--- src/rtl/fp_mult_pkg.sv ---
// Shared types and constants for the FP32 multiplier: rounding modes,
// operand classes, status bit positions and special encodings.
package fp_mult_pkg;

    localparam int unsigned BIAS = 127;

    localparam logic [30:0] QNAN       = 31'h7FC00000;
    localparam logic [30:0] INF_MAG    = 31'h7F800000;
    localparam logic [30:0] MAX_NORMAL = 31'h7F7FFFFF;
    localparam logic [30:0] MIN_NORMAL = 31'h00800000;

    localparam int unsigned ST_ZERO    = 0;
    localparam int unsigned ST_INF     = 1;
    localparam int unsigned ST_NAN     = 2;
    localparam int unsigned ST_TINY    = 3;
    localparam int unsigned ST_HUGE    = 4;
    localparam int unsigned ST_INEXACT = 5;

    typedef enum logic [2:0] {
        RND_NE = 3'd0,
        RND_TZ = 3'd1,
        RND_UP = 3'd2,
        RND_DN = 3'd3,
        RND_NA = 3'd4,
        RND_AW = 3'd5
    } rnd_mode_e;

    typedef enum logic [1:0] {
        CLS_ZERO = 2'd0,
        CLS_NORM = 2'd1,
        CLS_INF  = 2'd2
    } fp_class_e;

    function automatic fp_class_e classify(input logic [7:0] exp);
        if (exp == 8'h00)      return CLS_ZERO;
        else if (exp == 8'hFF) return CLS_INF;
        else                   return CLS_NORM;
    endfunction

    // True when the mode pushes the magnitude away from zero for this sign.
    function automatic logic rounds_away(input rnd_mode_e mode, input logic sign);
        return (mode == RND_AW) || (mode == RND_UP && !sign) || (mode == RND_DN && sign);
    endfunction

endpackage

--- src/rtl/fp_round.sv ---
// Rounds a 24-bit mantissa using guard/sticky and the selected mode;
// reports carry-out of the mantissa and whether the result is inexact.
module fp_round
    import fp_mult_pkg::*;
(
    input  logic [23:0] mant,
    input  logic        guard,
    input  logic        sticky,
    input  logic        sign,
    input  rnd_mode_e   mode,
    output logic [23:0] mant_r,
    output logic        carry,
    output logic        inexact
);

    logic        inc;
    logic [24:0] sum;

    always_comb begin
        inexact = guard | sticky;
        inc     = 1'b0;
        unique case (mode)
            RND_NE:  inc = guard & (sticky | mant[0]);
            RND_TZ:  inc = 1'b0;
            RND_UP:  inc = ~sign & inexact;
            RND_DN:  inc = sign & inexact;
            RND_NA:  inc = guard;
            RND_AW:  inc = inexact;
            default: inc = guard & (sticky | mant[0]);
        endcase
        sum    = {1'b0, mant} + {24'h0, inc};
        carry  = sum[24];
        mant_r = sum[23:0];
    end

endmodule

--- src/rtl/fp_mult_zero_inf.sv ---
// FP32 multiplier with one register stage, denormal flush-to-zero,
// zero/inf/NaN special cases and an aligned 8-bit status word.
module fp_mult_zero_inf
    import fp_mult_pkg::*;
(
    input  logic        clk,
    input  logic        rst,
    input  logic [31:0] a,
    input  logic [31:0] b,
    input  logic [2:0]  rnd,
    output logic [31:0] z,
    output logic [7:0]  status
);

    logic        sign;
    fp_class_e   cls_a, cls_b;
    rnd_mode_e   mode;

    logic [47:0]        prod;
    logic signed [9:0]  e_raw, e_norm, e_post;
    logic [23:0]        mant, mant_r;
    logic               guard, sticky, carry, inexact;
    logic [22:0]        frac;

    logic [31:0] z_next;
    logic [7:0]  status_next;

    assign sign  = a[31] ^ b[31];
    assign cls_a = classify(a[30:23]);
    assign cls_b = classify(b[30:23]);
    assign mode  = (rnd > 3'd5) ? RND_NE : rnd_mode_e'(rnd);

    assign prod  = {24'h0, 1'b1, a[22:0]} * {24'h0, 1'b1, b[22:0]};
    assign e_raw = 10'({2'b00, a[30:23]}) + 10'({2'b00, b[30:23]}) - 10'(BIAS);

    always_comb begin
        if (prod[47]) begin
            mant   = prod[47:24];
            guard  = prod[23];
            sticky = |prod[22:0];
        end else begin
            mant   = prod[46:23];
            guard  = prod[22];
            sticky = |prod[21:0];
        end
        e_norm = e_raw + {9'h0, prod[47]};
    end

    fp_round u_round (
        .mant    (mant),
        .guard   (guard),
        .sticky  (sticky),
        .sign    (sign),
        .mode    (mode),
        .mant_r  (mant_r),
        .carry   (carry),
        .inexact (inexact)
    );

    // A carry leaves mantissa 1.000..0, so only the exponent moves.
    assign frac   = carry ? 23'h0 : mant_r[22:0];
    assign e_post = e_norm + {9'h0, carry};

    always_comb begin
        z_next      = '0;
        status_next = '0;
        if ((cls_a == CLS_ZERO && cls_b == CLS_INF) || (cls_a == CLS_INF && cls_b == CLS_ZERO)) begin
            z_next              = {sign, QNAN};
            status_next[ST_NAN] = 1'b1;
        end else if (cls_a == CLS_INF || cls_b == CLS_INF) begin
            z_next              = {sign, INF_MAG};
            status_next[ST_INF] = 1'b1;
        end else if (cls_a == CLS_ZERO || cls_b == CLS_ZERO) begin
            z_next               = {sign, 31'h0};
            status_next[ST_ZERO] = 1'b1;
        end else if (e_post >= 10'sd255) begin
            status_next[ST_HUGE]    = 1'b1;
            status_next[ST_INEXACT] = 1'b1;
            if (mode == RND_NE || mode == RND_NA || rounds_away(mode, sign)) begin
                z_next              = {sign, INF_MAG};
                status_next[ST_INF] = 1'b1;
            end else begin
                z_next = {sign, MAX_NORMAL};
            end
        end else if (e_post <= 10'sd0) begin
            status_next[ST_TINY]    = 1'b1;
            status_next[ST_INEXACT] = 1'b1;
            if (rounds_away(mode, sign)) begin
                z_next = {sign, MIN_NORMAL};
            end else begin
                z_next               = {sign, 31'h0};
                status_next[ST_ZERO] = 1'b1;
            end
        end else begin
            z_next                  = {sign, e_post[7:0], frac};
            status_next[ST_INEXACT] = inexact;
        end
    end

    always_ff @(posedge clk) begin
        if (rst) begin
            z      <= '0;
            status <= '0;
        end else begin
            z      <= z_next;
            status <= status_next;
        end
    end

endmodule

--- config.mk ---
export PLATFORM = sky130hd
export DESIGN_NAME = fp_mult_zero_inf
export DESIGN_NICKNAME = d
export VERILOG_FILES = /design/src/rtl/fp_mult_pkg.sv /design/src/rtl/fp_round.sv /design/src/rtl/fp_mult_zero_inf.sv
export SDC_FILE = /design/constraint.sdc
export NUM_CORES = 2
export LEC_CHECK = 0
export CORE_AREA = 8 8 249 251
export DETAILED_ROUTE_END_ITERATION = 16
export DIE_AREA = 0 0 257 259
export GPL_TIMING_DRIVEN = 1
export SYNTH_ARGS = -nofsm -noshare
export SYNTH_HDL_FRONTEND = slang
export SYNTH_SLANG_ARGS = --single-unit
--- constraint.sdc ---
create_clock -name clk -period 20 [get_ports clk]
set_input_delay 6 -clock clk [delete_from_list [all_inputs] [get_ports clk]]
set_output_delay 6 -clock clk [all_outputs]
set_load 0.005 [all_outputs]
### Word-level counts from Yosys, hierarchy flattened

Cells that the tools add are included.

* $add $sub $neg: 5
* multipliers: 1
* divide/modulo/power cells: 0
* magnitude comparators: 3
* equal/unequal tests: 9
* shifts and indexed selects: 0
* muxes and demuxes: 30
* bitwise operators: 7
* reduce and logical (&&, ||, !) cells: 23

Operator list (count)
* 31-bit two-way mux: 5
* 24-bit two-way mux: 3
* 24-bit by 24-bit multiplier with 48-bit output: 1
* 24-bit by 1-bit adder with 25-bit output: 1
* 23-bit two-way mux: 1
* 23-bit OR reduction: 1
* 22-bit OR reduction: 1
* 10-bit by 1-bit adder with 10-bit output: 2
* 8-bit == test (second input constant): 2
* 8-bit logical NOT: 2
* 1-bit two-way mux: 15
* 10-bit by 9-bit >= comparator with 1-bit output (second input constant): 1
* 10-bit by 1-bit <= comparator with 1-bit output (second input constant): 1
* 9-bit by 7-bit subtractor with 10-bit output (second input constant): 1
* 8-bit by 8-bit adder with 9-bit output: 1
* 2-bit two-way mux: 4
* 1-bit logical OR: 7
* 3-bit by 2-bit == test with 1-bit output (second input constant): 2
* 3-bit == test (second input constant): 2
* 1-bit one-hot mux with 5 select lines: 1
* 5-bit OR reduction: 1
* 2-bit == test (second input constant): 2
* 1-bit logical AND: 4
* 2-bit logical NOT: 2
* other kinds (12): 15

* register bits: 40
* latch bits: 0
* memory bits (writable): 0
* bits in read-only memories: 0
* bits of input ports: 69
* memories kept: 0

### Depth between registers and ports, before layout

* word-level depth: 14
* gate-level depth with buffers: 54
* gate-level depth less buffers: 48

### Hierarchy

A second synthesis with hierarchy kept.

* cells, all modules: 2502
* area total of the unflattened synthesis: 21655.8 um2

By module, submodules not included
* fp_mult_zero_inf: times used 1, cells an instance 2424, area an instance 21090.2 um2, sequential area each 760.7 um2
* fp_round: times used 1, cells an instance 78, area an instance 565.5 um2, sequential area each 0.0 um2

### Worst setup path after synthesis

Ideal clock, no wire load.

* path type: input to register
* start: in b[3]
* end: reg z[18]
* library setup time: 70 ps
* arrival: 17373 ps
* slack: 2557 ps
* stages on the path: 53
* path through: clkbuf_1 -> nand2_1 -> fa_1 -> inv_1 -> fa_1 -> inv_1 -> fa_1 -> inv_1 -> fa_1 -> inv_1 -> fa_1 -> inv_1 -> fa_1 -> inv_1 -> fa_1 -> inv_1 -> ha_1 -> a21oi_1 -> [... 17 more ...] -> or4_4 -> nor4_4 -> fa_1 -> fa_1 -> a21o_1 -> a21oi_1 -> o21bai_1 -> a2111oi_0 -> nor3_1 -> xnor2_1 -> o221a_2 -> nor2_1 -> or2_2 -> clkbuf_1 -> or3_1 -> buf_4 -> a31oi_1 -> o2bb2ai_1

* cells in the longest elaborated chain, start to end: 11

Ends and longest elaborated chain
* start, declared: line fp_mult_zero_inf.sv:9 `input logic [31:0] b,`
* 24-bit by 24-bit multiplier with 48-bit output *: line fp_mult_zero_inf.sv:33 `assign prod = {24'h0, 1'b1, a[22:0]} * {24'h0, 1'b1, b[22:0]};`
* 23-bit OR reduction / 22-bit OR reduction (equally long branches): line fp_mult_zero_inf.sv:40, fp_mult_zero_inf.sv:44
* 1-bit two-way mux: line fp_mult_zero_inf.sv:37 `if (prod[47]) begin`
* 1-bit bitwise OR, on equally long branches: line fp_round.sv:23, fp_round.sv:29, fp_round.sv:20
* 1-bit AND, on equally long branches
* 1-bit one-hot mux with 5 select lines: line fp_round.sv:22 `unique case (mode)`
* 24-bit by 1-bit adder with 25-bit output: line fp_round.sv:31 `sum = {1'b0, mant} + {24'h0, inc};`
* 10-bit by 1-bit adder with 10-bit output: line fp_mult_zero_inf.sv:62 `assign e_post = e_norm + {9'h0, carry};`
* 10-bit by 1-bit <= comparator with 1-bit output: line fp_mult_zero_inf.sv:85 `end else if (e_post <= 10'sd0) begin`
* 31-bit two-way mux: line fp_mult_zero_inf.sv:85
* 31-bit two-way mux *: line fp_mult_zero_inf.sv:76 `end else if (e_post >= 10'sd255) begin`
* end signal, assigned: line fp_mult_zero_inf.sv:105 `z <= z_next;`
* end, declared: line fp_mult_zero_inf.sv:11 `output logic [31:0] z,`

Mark *: on every way between the ends. The rest lies on a longest branch, timed or not.
A chain may end at the register's enable or synchronous reset.

### Worst setup path in the final report

* start: in b[9]
* end: reg z[19]

Same word-level chain as after synthesis.

==> results.toml <==
[final_layout]
finalInstanceArea_um2 = 24300
nNetsFinal = 3423
drive_gt1_frac = 0.0321
layoutNonFillerInstCount = 3454
n_antenna_cell = 0
area_growth_pct = 8.95

[global_route]
grt_usage = 0.192
grt_overflow = 0
grt_pass1_wl_um = 105000
grt_max_degree = 34
grt_pass1_vias = 19100
antenna_found_initial = 1

[synthesis]
synth_ff_type = "dfxtp_1"
yosys.area.top_type = "fa_1"
synth_most_common_cell = "inv_1"
syn_avg_cell_area_um2 = 8.42
synth_edf_count = 0
synth_top_area_share = 0.434
synth.area.top_cells = "fa_1 43%, ha_1 11%, inv_1 9.9%"
synthTopCellsByCount = "586 x inv_1, 484 x fa_1, 369 x nand2_1"
synth_seq_cells = 38
yosysWarningCount = 0
ys_seq_area_frac = 0.0341
synthCells = 2651
synthArstFlopShare = 0
syn_area_um2 = 22300
yosysUniqueCellTypes = 90

[clocking]
cts_sinks = 38
cts_hold_buf = 0
htreeDepth = 2
cts_tree = "done"
postCtsResizedCells = 0
ctsLongestPathBuffers = 2
cts_root_buf = "clkbuf_16"
path_clk_slew_ps = 50
cts_buffers = 5
post_cts_buffers = 0

[routing]
firstDrtPassIters = 5
drt_iter0_drc = 1231
wirelength_um = 62900
vias = 17800
post-route-drc-count = 0
ant_nets = 0
avgViaCountPerCell = 5.14
wire_per_inst_um = 18.2

[run_status]
status = "completed"

[critical_path]
cp.required_ps = 20150
arrival_ps = 19160
path_class = "input pin to flop"
critPathCaptureType = "flop"
slowest_delay_ps = 1030
crit_end = "z[19]"
cp_common_cell = "fa_1"
worstSetupStartpointType = "input pin"
crit_path_start = "b[9]"
slowest_stage = "clkdlybuf4s50_1"
crit_fanout = 33

[hold_path]
hp-class = "input pin to flop"

[floorplan]
core_area_um2 = 58200
die_h_um = 259
start_util = 0.383
pin_count = 109
fp.dieW_um = 257
fp.dieArea_um2 = 66600
row_count = 89

[timing]
setup_viol = 0
worst_pin_slew_ps = 1180
setup_tns_ps = 0
fmax_ghz = 0.0526
slew_violations = 0
fin_crit_ps = 19010
finalCritPeriodShare = 0.951
relSlewSlack = 0.212
rsz0062_at_grt = "false"
finalHoldViolCount = 0

[placement]
dp.cells = 3446
finalWeightedCongestion = 0.884
place_area_um2 = 24200
dp_hpwl_um = 54600
portBuffers = 106

[flow_run]
maxCapViolations = 0
state kept, by name, indices dropped and copies added, names as in the netlist:
| signal | cells |
|---|---|
| z | 32 |
| status | 6 |
area by class of cell:
type	instances	area, um^2
Clock buffer	7	143
Clock inverter	1	5.00
Fill cell	5809	33900
Inverter	590	2210
Multi-Input combinational cell	1889	18800
Sequential cell	38	761
Tap cell	773	967
Timing Repair Buffer	156	1440
worst min path at each step:
stage          depth (start not counted)  slack (ps)  start         to
2_1_floorplan                          1        6090    rst  status[1]
3_3_place_gp                           1        6720  z[19]      z[19]
3_5_place_dp                           1        6710   z[3]       z[3]
4_1_cts                                3        6440  a[31]      z[31]
5_1_grt                                3        6460  a[31]      z[31]
6_report                               3        6420  a[31]      z[31]
per-layer routing:
metal  up-vias  share of wire  GRT usage
met5         -              0          0
met3        72          0.056     0.0190
met1      8961           0.44      0.263
met4         0          0.023     0.0402
met2       606           0.48      0.329
li1       8113              -          -
layout by cell type, fill, tap and decap left out, types with 4 or more instances in the layout:
cell	netlist	routed
a2111oi_0	6	6
a211oi_1	14	14
a21o_1	12	12
a21oi_1	85	85
a21oi_2	4	4
a31oi_1	8	8
and2_1	231	231
and3_1	5	5
buf_4	3	50
clkbuf_16	0	5
clkdlybuf4s50_1	0	106
dfxtp_1	38	38
fa_1	484	484
ha_1	190	190
inv_1	586	586
mux2i_1	12	12
nand2_1	369	369
nand2b_1	10	10
nand3_1	14	14
nand3b_1	4	4
nand4_1	27	27
nor2_1	110	110
nor2b_1	6	6
nor3_1	28	28
nor4_1	19	19
o211ai_1	13	13
o21a_1	9	9
o21ai_0	44	44
o21ai_1	21	21
o21bai_1	8	8
o22ai_1	4	4
o311ai_0	4	4
o31ai_1	8	8
or3_1	9	9
xnor2_1	40	40
xor2_1	23	23
worst max-delay path, delay by kind of cell:
family,cells,cell delay (ps)
compound gates,14,2990
xor+xnor,1,110
fa+ha+maj,12,4760
simple gates,11,3530
buf+inv,8,1710
cells by family after synthesis:
| group | Yosys count | synth area share |
|---|---|---|
| adders and majority gates | 675 | 0.541 |
| and+or+nand+nor | 855 | 0.187 |
| buffers and inverters | 725 | 0.124 |
| AOI/OAI and AO/OA | 280 | 0.0823 |
| DFF | 38 | 0.0341 |
| other | 1 | 0.000168 |
| xor gates and xnor gates | 64 | 0.0254 |
| muxes | 13 | 0.00589 |
through the flow:
step / utilization / setup slack (ps) / hold WS, ps
final: 0.418 / 986 / 6420
after global routing: 0.418 / 243 / 6460
after CTS: 0.418 / 1060 / 6440
after detailed placement: 0.415 / 800 / 6710
after global placement: 0.415 / 995 / 6720
after floorplan: - / 2560 / 6090
Power is not shown: default switching activity piles up to over one toggle a cycle in this logic, so the estimate is an artifact.
